==> config.mk <==
export PLATFORM = sky130hd
export DESIGN_NAME = uart_tx_arbiter
export DESIGN_NICKNAME = d
export VERILOG_FILES = /design/src/rtl/uart_pkg.sv /design/src/rtl/uart_rr_pick.sv /design/src/rtl/uart_tx_arbiter.sv
export SDC_FILE = /design/constraint.sdc
export NUM_CORES = 1
export LEC_CHECK = 0
export ABC_CLOCK_PERIOD_IN_PS = 2200
export BUFFER_PORTS_ARGS = -buffer_cell sky130_fd_sc_hd__buf_2
export CAP_MARGIN = 20
export CORE_ASPECT_RATIO = 0.75
export CORE_MARGIN = 5
export CORE_UTILIZATION = 35
export DETAILED_ROUTE_END_ITERATION = 6
export GPL_TIMING_DRIVEN = 1
export SKIP_CTS_REPAIR_TIMING = 1
export SLEW_MARGIN = 20
export SYNTH_ARGS = -nofsm -noshare
export SYNTH_HDL_FRONTEND = slang
export SYNTH_HIERARCHICAL = 1
export SYNTH_SLANG_ARGS = --single-unit
export TNS_END_PERCENT = 5
==> constraint.sdc <==
create_clock -name clkIN -period 2.2 [get_ports clkIN]
set_clock_uncertainty 0.05 [all_clocks]
set_input_delay 0.11 -clock clkIN [delete_from_list [all_inputs] [get_ports clkIN]]
set_output_delay 0.11 -clock clkIN [all_outputs]
set_load 0.05 [all_outputs]
==> src/rtl/uart_pkg.sv <==
// Shared types and helpers for the UART TX arbitration slice.
// State encodings, default data width and the grant-index width helper.
package uart_pkg;

    localparam int DW_DEF = 8;

    typedef enum logic [1:0] {
        ST_IDLE      = 2'd0,
        ST_SEND      = 2'd1,
        ST_WAIT_DONE = 2'd2
    } state_e;

    // Index width for n requesters, never below one bit.
    function automatic int idx_w(input int n);
        return (n > 1) ? $clog2(n) : 1;
    endfunction

endpackage

==> src/rtl/uart_rr_pick.sv <==
// Combinational round-robin selector.
// Returns the first set request after ptr_i, wrapping modulo N.
module uart_rr_pick
    import uart_pkg::*;
#(
    parameter int N  = 2,
    parameter int IW = idx_w(N)
) (
    input  logic [N-1:0]  req_i,
    input  logic [IW-1:0] ptr_i,
    output logic          valid_o,
    output logic [IW-1:0] idx_o
);

    logic [IW-1:0] cand;

    // Walk offsets from farthest to nearest so the nearest hit wins.
    always_comb begin
        valid_o = 1'b0;
        idx_o   = '0;
        cand    = '0;
        for (int k = N; k >= 1; k--) begin
            cand = IW'((int'(ptr_i) + k) % N);
            if (req_i[cand]) begin
                valid_o = 1'b1;
                idx_o   = cand;
            end
        end
    end

endmodule

==> src/rtl/uart_tx_arbiter.sv <==
// Round-robin arbiter sharing one UART transmitter between byte sources.
// Issues the TX start strobe, tracks busy, acks or times out each byte.
module uart_tx_arbiter
    import uart_pkg::*;
#(
    parameter int NREQ         = 2,
    parameter int DW           = DW_DEF,
    parameter int BUSY_TIMEOUT = 16
) (
    input  logic                     clkIN,
    input  logic                     resetIN,
    input  logic [NREQ-1:0]          reqIN,
    input  logic [NREQ*DW-1:0]       dataIN,
    input  logic                     nBusyIN,
    output logic                     sendOUT,
    output logic [DW-1:0]            txDataOUT,
    output logic [NREQ-1:0]          ackOUT,
    output logic [idx_w(NREQ)-1:0]   grantOUT,
    output logic                     errOUT
);

    localparam int GW = idx_w(NREQ);
    localparam int CW = $clog2(BUSY_TIMEOUT);

    state_e          state_q;
    logic [GW-1:0]   ptr_q;
    logic [CW-1:0]   cnt_q;
    logic [CW-1:0]   cnt_d;
    logic            send_q;
    logic [DW-1:0]   data_q;
    logic [GW-1:0]   grant_q;
    logic [NREQ-1:0] ack_q;
    logic            err_q;

    logic            pick_vld;
    logic [GW-1:0]   pick_idx;
    logic [DW-1:0]   pick_data;

    uart_rr_pick #(
        .N  (NREQ),
        .IW (GW)
    ) u_pick (
        .req_i   (reqIN),
        .ptr_i   (ptr_q),
        .valid_o (pick_vld),
        .idx_o   (pick_idx)
    );

    always_comb begin
        pick_data = dataIN[int'(pick_idx)*DW +: DW];
        cnt_d     = cnt_q + CW'(1);
    end

    always_ff @(posedge clkIN) begin
        if (resetIN) begin
            state_q <= ST_IDLE;
            ptr_q   <= GW'(NREQ - 1);
            cnt_q   <= '0;
            send_q  <= 1'b0;
            data_q  <= '0;
            grant_q <= '0;
            ack_q   <= '0;
            err_q   <= 1'b0;
        end else begin
            ack_q <= '0;
            err_q <= 1'b0;
            unique case (state_q)
                ST_IDLE: begin
                    if (nBusyIN && pick_vld) begin
                        send_q  <= 1'b1;
                        data_q  <= pick_data;
                        grant_q <= pick_idx;
                        cnt_q   <= '0;
                        state_q <= ST_SEND;
                    end
                end
                ST_SEND: begin
                    if (!nBusyIN) begin
                        send_q  <= 1'b0;
                        state_q <= ST_WAIT_DONE;
                    end else if (cnt_q == CW'(BUSY_TIMEOUT - 1)) begin
                        // TX never took the byte; give up, retry on next turn.
                        send_q  <= 1'b0;
                        err_q   <= 1'b1;
                        ptr_q   <= grant_q;
                        state_q <= ST_IDLE;
                    end else begin
                        cnt_q <= cnt_d;
                    end
                end
                ST_WAIT_DONE: begin
                    send_q <= 1'b0;
                    if (nBusyIN) begin
                        ack_q   <= NREQ'(1) << grant_q;
                        ptr_q   <= grant_q;
                        state_q <= ST_IDLE;
                    end
                end
                default: begin
                    state_q <= ST_IDLE;
                    cnt_q   <= '0;
                    send_q  <= 1'b0;
                    data_q  <= '0;
                    grant_q <= '0;
                end
            endcase
        end
    end

    assign sendOUT   = send_q;
    assign txDataOUT = data_q;
    assign ackOUT    = ack_q;
    assign grantOUT  = grant_q;
    assign errOUT    = err_q;

endmodule

=== Yosys cells after proc, flatten, opt, wreduce, memory -nomap -nowiden ===
Index checks and enable logic that the tools add are counted.

* Reduce and logical (&&, ||, !) cells: 11
* Shifts and indexed selects: 2
* Equal/unequal tests: 9
* Muxes and demuxes: 30
* Magnitude comparators: 2
* Add/subtract/negate cells: 3
* Bitwise operators: 4

{| class="wikitable"
|+ Operators with widths
! cell !! number
|-
| 1-bit 2-to-1 mux || 16
|-
| 8-bit case mux with 2 select lines || 1
|-
| 16-bit by 5-bit indexed part select with 8-bit output || 1
|-
| 4-bit 2-to-1 mux || 3
|-
| 4-bit case mux with 3 select lines || 1
|-
| 2-bit != test (second input constant) || 5
|-
| 2-bit 2-to-1 mux || 4
|-
| 8-bit 2-to-1 mux || 1
|-
| 4-bit AND reduction || 2
|-
| 1-bit case mux with 2 select lines || 3
|-
| 2-bit case mux with 3 select lines || 1
|-
| 3-bit OR reduction || 2
|-
| 4-bit by 1-bit adder with 4-bit output (second input constant) || 1
|-
| 4-bit == test (second input constant) || 1
|-
| 1-bit by 2-bit less-than comparator with 1-bit output (second input constant) || 2
|-
| 1-bit inverter || 4
|-
| 2-bit AND reduction || 2
|-
| 3-bit != test (second input constant) || 1
|-
| 3-bit AND reduction || 1
|-
| 1-bit adder (second input constant) || 2
|-
| 2-bit by 1-bit == test with 1-bit output (second input constant) || 1
|-
| 2-bit == test (second input constant) || 1
|-
| 2-bit zero test || 1
|-
| 2-bit nonzero test || 1
|-
| 3 further kinds || 3
|}

* Output and inout port bits: 13
* Flip-flop bits (word level): 20
* Word-level logic and storage cells: 69

=== Logic depth before layout (Yosys ltp) ===
Gate-level depths: netlist (run 1).

* Depth after elaboration: 8
* Mapped depth: 6
* Gate-level depth less buffers: 5

=== Modules after synthesis ===
The synthesis (run 1) kept the hierarchy.

{| class="wikitable"
|+ By module, submodules not included
! module !! seq. area each (um2) !! cells each !! area each (um2) !! instances
|-
| uart_tx_arbiter || 400.4 || 116 || 1,073.5 || 1
|-
| uart_rr_pick || 0.0 || 2 || 13.8 || 1
|}

=== Worst setup path before layout (run 1) ===
OpenSTA, ideal clock, no wires.

* Kind: register to register
* From: register state_q[0]
* To: register data_q[4], in the netlist txDataOUT[4]
* Path buffers: 1
* Data required time: 2,080 ps
* Path slack: 586 ps
* Cell stages (with the launch flop): 7
* Clock period less this slack: 1,614 ps
* Arrival: 1,494 ps
* Cells stage by stage: dfxtp_1 > inv_1 > ha_1 > a21boi_4 > buf_6 > or4b_1 > a21oi_1

* Longest elaborated chain between the ends: 4

{| class="wikitable"
|+ RTL lines
! item !! line !! text
|-
| start, declared || uart_tx_arbiter.sv:25 || <nowiki>state_e state_q;</nowiki>
|-
| start signal, assigned || uart_tx_arbiter.sv:56 || <nowiki>state_q <= ST_IDLE;</nowiki>
|-
| start signal, assigned || uart_tx_arbiter.sv:74 || <nowiki>state_q <= ST_SEND;</nowiki>
|-
| start signal, assigned || uart_tx_arbiter.sv:80 || <nowiki>state_q <= ST_WAIT_DONE;</nowiki>
|-
| 2-bit == test or 2-bit by 1-bit == test with 1-bit output (tied branches) || uart_tx_arbiter.sv:67 || <nowiki>unique case (state_q)</nowiki>
|-
| 2-bit OR reduction (no line) || - ||
|-
| 1-bit inverter (no line) || - ||
|-
| 2-bit AND reduction (no line) || - ||
|-
| end signal, assigned || uart_tx_arbiter.sv:71 || <nowiki>data_q <= pick_data;</nowiki>
|-
| end, declared || uart_tx_arbiter.sv:30 || <nowiki>logic [DW-1:0] data_q;</nowiki>
|}

Parallel ways exist; a longest one is shown, timed or not.
A chain may end at the register's enable or synchronous reset.

=== Worst setup path in the final report (run 1) ===
* From: register state_q[1]
* To: register cnt_q[0]

* Longest elaborated chain between the ends: 3

{| class="wikitable"
|+ RTL lines
! item !! line !! text
|-
| 2-bit by 1-bit == test with 1-bit output (tied with other cells) || uart_tx_arbiter.sv:67 ||
|-
| 2-bit != test (no line) or 1-bit inverter (tied branches) || - ||
|-
| 4-bit AND reduction (no line) || - ||
|-
| end signal, assigned || uart_tx_arbiter.sv:88 || <nowiki>cnt_q <= cnt_d;</nowiki>
|-
| end, declared || uart_tx_arbiter.sv:27 || <nowiki>logic [CW-1:0] cnt_q;</nowiki>
|}

Parallel ways exist; a longest one is shown, timed or not.

==> results of run 1 <==
worst max-delay path, stage by stage (launching register included):
cell       delay [ps]
dfxtp_1           350
inv_1              90
ha_1              280
and4_1            260
a2111oi_0         500
o22ai_1           140
power groups by stage:
stage               clock network, mW  registers (mW)  logic [mW]
global placement                    0           0.460       0.601
global route                    0.302           0.464       0.674
detailed placement                  0           0.463       0.615
CTS                             0.285           0.455       0.619
floorplan                           0           0.626       0.321
finish                          0.280           0.454       0.612
cells by family after synthesis:
family          count (synthesis)  share of synthesized area
simple gates                   34                      0.208
buf+inv                        16                     0.0725
fa+ha+maj                       5                     0.0575
mux                             9                     0.0829
compound gates                 34                      0.211
flops                          20                      0.368
per-stage QoR:
stage	hold WS (ps)	power (mW)	instance area [um^2]	std cells
after floorplan	331	0.947	1090	118
after global placement	405	1.06	1270	183
after detailed placement	411	1.08	1270	183
after CTS	169	1.36	1330	187
after global routing	201	1.44	1330	187
final	174	1.35	1330	187
cells in the mapped netlist, drive strengths merged:
library cell and n:
a2111oi 1, a211o 1, a211oi 1, a21boi 2
a21oi 10, a221oi 2, and2 2, and4 1
buf 4, clkbuf 5, dfxtp 20, ha 5
inv 7, mux2i 9, nand2 8, nand3 2
nand3b 1, nand4 1, nor2 1, nor2b 1
nor3 2, nor3b 1, nor4b 1, o211a 1
o21ai 10, o221a 1, o22ai 1, o31ai 2
o32ai 2, or2 2, or3 2, or4b 9
metal layers:
| metal | part of all wire | vias up | track usage |
|---|---|---|---|
| li1 | - | 500 | - |
| met5 | 0 | - | 0 |
| met3 | 0.045 | 4 | 0.0364 |
| met4 | 0.010 | 0 | 0.0305 |
| met1 | 0.45 | 441 | 0.153 |
| met2 | 0.50 | 14 | 0.220 |
final cells by class:
cell class	count	area, um^2
repair buffers	36	188
well taps	38	47.5
multi-input cells	82	608
flip-flops and latches	20	400
fillers	309	1630
inverters	7	26.3
clock buffers	4	55.1
flip-flops by register name, indices dropped and copies added, names as in the netlist:
register   cells
ackOUT         2
cnt_q          4
errOUT         1
grantOUT       1
ptr_q          1
sendOUT        1
state_q        2
txDataOUT      8
worst max path at each step:
stage,endpoint,from,slack (ps)
2_1_floorplan,txDataOUT[4],state_q[0],590
3_3_place_gp,cnt_q[1],state_q[1],470
3_5_place_dp,cnt_q[0],state_q[1],380
4_1_cts,cnt_q[0],state_q[1],350
5_1_grt,cnt_q[0],state_q[0],180
6_report,cnt_q[0],state_q[1],390
==> results.toml, run 1 <==
[run_status]
status = "completed"

[grt]
antenna_found_initial = 0
grt_usage = 0.127
grt_pass1_vias = 955
gr-total-overflow = 0
grt_start_max_net_pins = 26
grt_pass1_wl_um = 4310

[synth]
ys_seq_elements = 20
seq_area_frac_synth = 0.368
yosys.area.top_type = "dfxtp_1"
syn_area_per_cell_um2 = 9.21
netlist_area_um2 = 1090
syn-num-nets = 144
synth_top_cell_area_share = 0.368
yosysWarningCount = 6
synth.distinct_cells = 36
synthTopCellsByArea = "dfxtp_1 37%, mux2i_1 8.3%, or4b_1 8.3%"
postSynthCellCount = 118

[sta]
finalWorstSetupSlack_ps = 385
grt_setup_unrepaired = "no"
finalCriticalPeriod_ps = 1810
fin_crit_sh = 0.825
timing.fmax_mhz = 551
hold_violations = 0
maxSlewViolCount = 0
finalSetupTns_ps = 0
setup_viol = 0
worst_pin_slew_ps = 608
max-slew-margin-rel = 0.584

[placed_design]
place_congestion = 0.749
port_buffers = 33
dp_slack_ps = 379
hpwl_um = 1870

[floorplanning]
die-area_um2 = 4330
ios = 34
die_x_um = 74.4
core_area_um2 = 2960
die_y_um = 58.3
std_cell_rows = 17
initial_utilization = 0.368

[clock_tree]
clkSinkCount = 20
cts_buffers = 3
cts.htree.levels = 1
clock_path_buffers = 2
clock-root-buffer = "clkbuf_8"
tritoncts = "built"
insertion_delay_ps = 260
clk_pin_slew_ps = 80

[final_layout]
syn2layout_area_growth_pct = 21.9
nNetsFinal = 176
final_cell_mix = "33 x buf_2, 20 x dfxtp_1, 10 x o21ai_0, 10 x a21oi_1"
drive_gt1_frac = 0.289
antennaDiodeCount = 0
final_util = 0.448
layout_commonest_cell = "buf_2"

[setup_path]
timing.rr.start = "state_q[1]"
crit_path_end_kind = "flip-flop"
crit_fanout = 8
r2r-end = "cnt_q[0]"
arrival_ps = 1880
cp_data_required_time_ps = 2260
r2r_slack_ps = 390
setup.worst_path.class = "flip-flop to flip-flop"
start_kind = "flip-flop"
reg2reg_depth = 5

[hold_path]
holdPathEnd = "ackOUT[0]"
hold_path.startpoint = "nBusyIN"
min_path_type = "input pin to flip-flop"
hold_depth = 3

[power]
p_int_uw = 789
swShare = 0.414
ir_drop_mv = 0.605
p_comb_frac = 0.455
p_sw_uw = 557
clkPwrFrac = 0.208
p_per_area_nw_per_um2 = 1020
p_seq_frac = 0.337
p_leak_nw = 0.572

[drt]
dr.pass1.iters = 4
drtIter0Drc = 36
wl_um = 2490
drc = 0
viasPerCell = 5.13
vias = 959
ant_nets = 0
wl_per_cell_um = 13.3

[flow_run]
cap_viol_max_count = 0
(Power assumes the default switching activity.)
==> run 2, diff against run 1 <==
--- a/config.mk
+++ b/config.mk
@@ -5,7 +5,7 @@
 export SDC_FILE = /design/constraint.sdc
 export NUM_CORES = 1
 export LEC_CHECK = 0
-export ABC_CLOCK_PERIOD_IN_PS = 2200
+export ABC_CLOCK_PERIOD_IN_PS = 1600
 export BUFFER_PORTS_ARGS = -buffer_cell sky130_fd_sc_hd__buf_2
 export CAP_MARGIN = 20
 export CORE_ASPECT_RATIO = 0.75
==> constraint.sdc (replaced) <==
create_clock -name clkIN -period 1.6 [get_ports clkIN]
set_clock_uncertainty 0.05 [all_clocks]
set_input_delay 0.08 -clock clkIN [delete_from_list [all_inputs] [get_ports clkIN]]
set_output_delay 0.08 -clock clkIN [all_outputs]
set_load 0.05 [all_outputs]
==> results.toml, run 2 (synthesized netlist as in run 1, its figures left out) <==
[run_status]
status = "completed"

[drt]
wl_um = 2960
vias = 1066
drtIter0Drc = 32
viasPerCell = 5.25
wl_per_cell_um = 14.6
dr.pass1.iters = 4
drc = 0
ant_nets = 0

[grt]
grt_pass1_wl_um = 4520
grt_pass1_vias = 1020
gr-total-overflow = 0
top_usage_layer = "met2"
grt_util_met1 = 0.165
grt_start_max_net_pins = 20
grt_usage = 0.132
antenna_found_initial = 0
grt_use_met2 = 0.225
use_met3 = 0.0416

[final_layout]
final_cell_mix = "33 x buf_2, 18 x dfxtp_1, 17 x buf_4"
final_util = 0.531
fillCellCount = 268
drive_gt1_frac = 0.479
syn2layout_area_growth_pct = 44.4
antennaDiodeCount = 0
layout_commonest_cell = "buf_2"
largest_reg_flops = 8
design_area_um2 = 1570
multiInputGateArea_um2 = 727
seqCellArea_um2 = 405
nNetsFinal = 192

[floorplanning]
die_x_um = 74.4
core_area_um2 = 2960
initial_utilization = 0.368
ios = 34
die_y_um = 58.3
die-area_um2 = 4330
std_cell_rows = 17

[power]
ir_drop_mv = 1.08
p_per_area_nw_per_um2 = 1490
p_leak_nw = 0.682

[clock_tree]
insertion_delay_ps = 260
cts.htree.levels = 1
clock-root-buffer = "clkbuf_8"
clock_path_buffers = 2
clk_pin_slew_ps = 80
tritoncts = "built"
cts_buffers = 3
clkSinkCount = 20

[setup_path]
setup.worst_path.class = "flip-flop to flip-flop"
arrival_ps = 1660
start_kind = "flip-flop"
crit_path_end_kind = "flip-flop"
cp_data_required_time_ps = 1690
crit_fanout = 7

[sta]
finalWorstSetupSlack_ps = 33.9
worst_pin_slew_ps = 404
fin_crit_sh = 0.979
grt_setup_unrepaired = "yes"
timing.fmax_mhz = 639
setup_viol = 0
max-slew-margin-rel = 0.731
whs_ps = 168
finalCriticalPeriod_ps = 1570
finalSetupTns_ps = 0
maxSlewViolCount = 0
hold_violations = 0

[placed_design]
placed_cell_area_um2 = 1380
hpwl_um = 2110
dp_slack_ps = -99.6
port_buffers = 33
place_congestion = 0.815

[hold_path]
min_path_type = "input pin to flip-flop"

[flow_run]
cap_viol_max_count = 0
## run 2: changes by cell type in the layout (fill, tap and decap cells not counted), moves of 4 or more
cell and change:
a21oi_2 +4, a21oi_1 -4, or4b_1 -4, buf_4 +14, or4b_4 +4, ha_1 -4
## run 2: worst max-delay path, stage by stage (launching register included)
cell and delay [ps]:
dfxtp_2 350, inv_2 70, ha_4 180, and4_4 190, buf_4 130, o211a_1 220, a211o_1 270
## run 2: area by class of cell
| cell class | instances | area share |
|---|---|---|
| repair buffers | 50 | 0.186 |
| flip-flops and latches | 20 | 0.258 |
| inverters | 7 | 0.0167 |
| clock buffers | 3 | 0.0263 |
| well taps | 38 | 0.0303 |
| clock inverters | 1 | 0.0191 |
| multi-input cells | 84 | 0.463 |
## run 2: path summary, 6_finish.rpt
kind | from | end | slack, ps | cells past startpoint
setup reg to reg | state_q[1] | ptr_q | 30 | 6
hold reg to reg | txDataOUT[4] | txDataOUT[4] | 420 | 2
setup / recovery | state_q[1] | ptr_q | 30 | 6
hold / removal | resetIN | txDataOUT[7] | 170 | 2
## run 2: per-stage QoR
step	instances	power [mW]
finish	203	2.33
global route	203	2.46
CTS	201	2.14
detailed placement	197	1.63
global placement	197	1.61
floorplan	118	1.31
## run 2: where the power goes
part,internal [mW],leakage (nW),switching [mW]
combinational,0.530,0.482,0.654
sequential,0.590,0.164,0.0562
clock,0.334,0.0357,0.169
total,1.45,0.682,0.880
## run 2: layer usage
layer  up-vias  routed length (um)
met4         0                  12
met2        12                1510
li1        535                   -
met3         2                 102
met1       517                1330
met5         -                   0
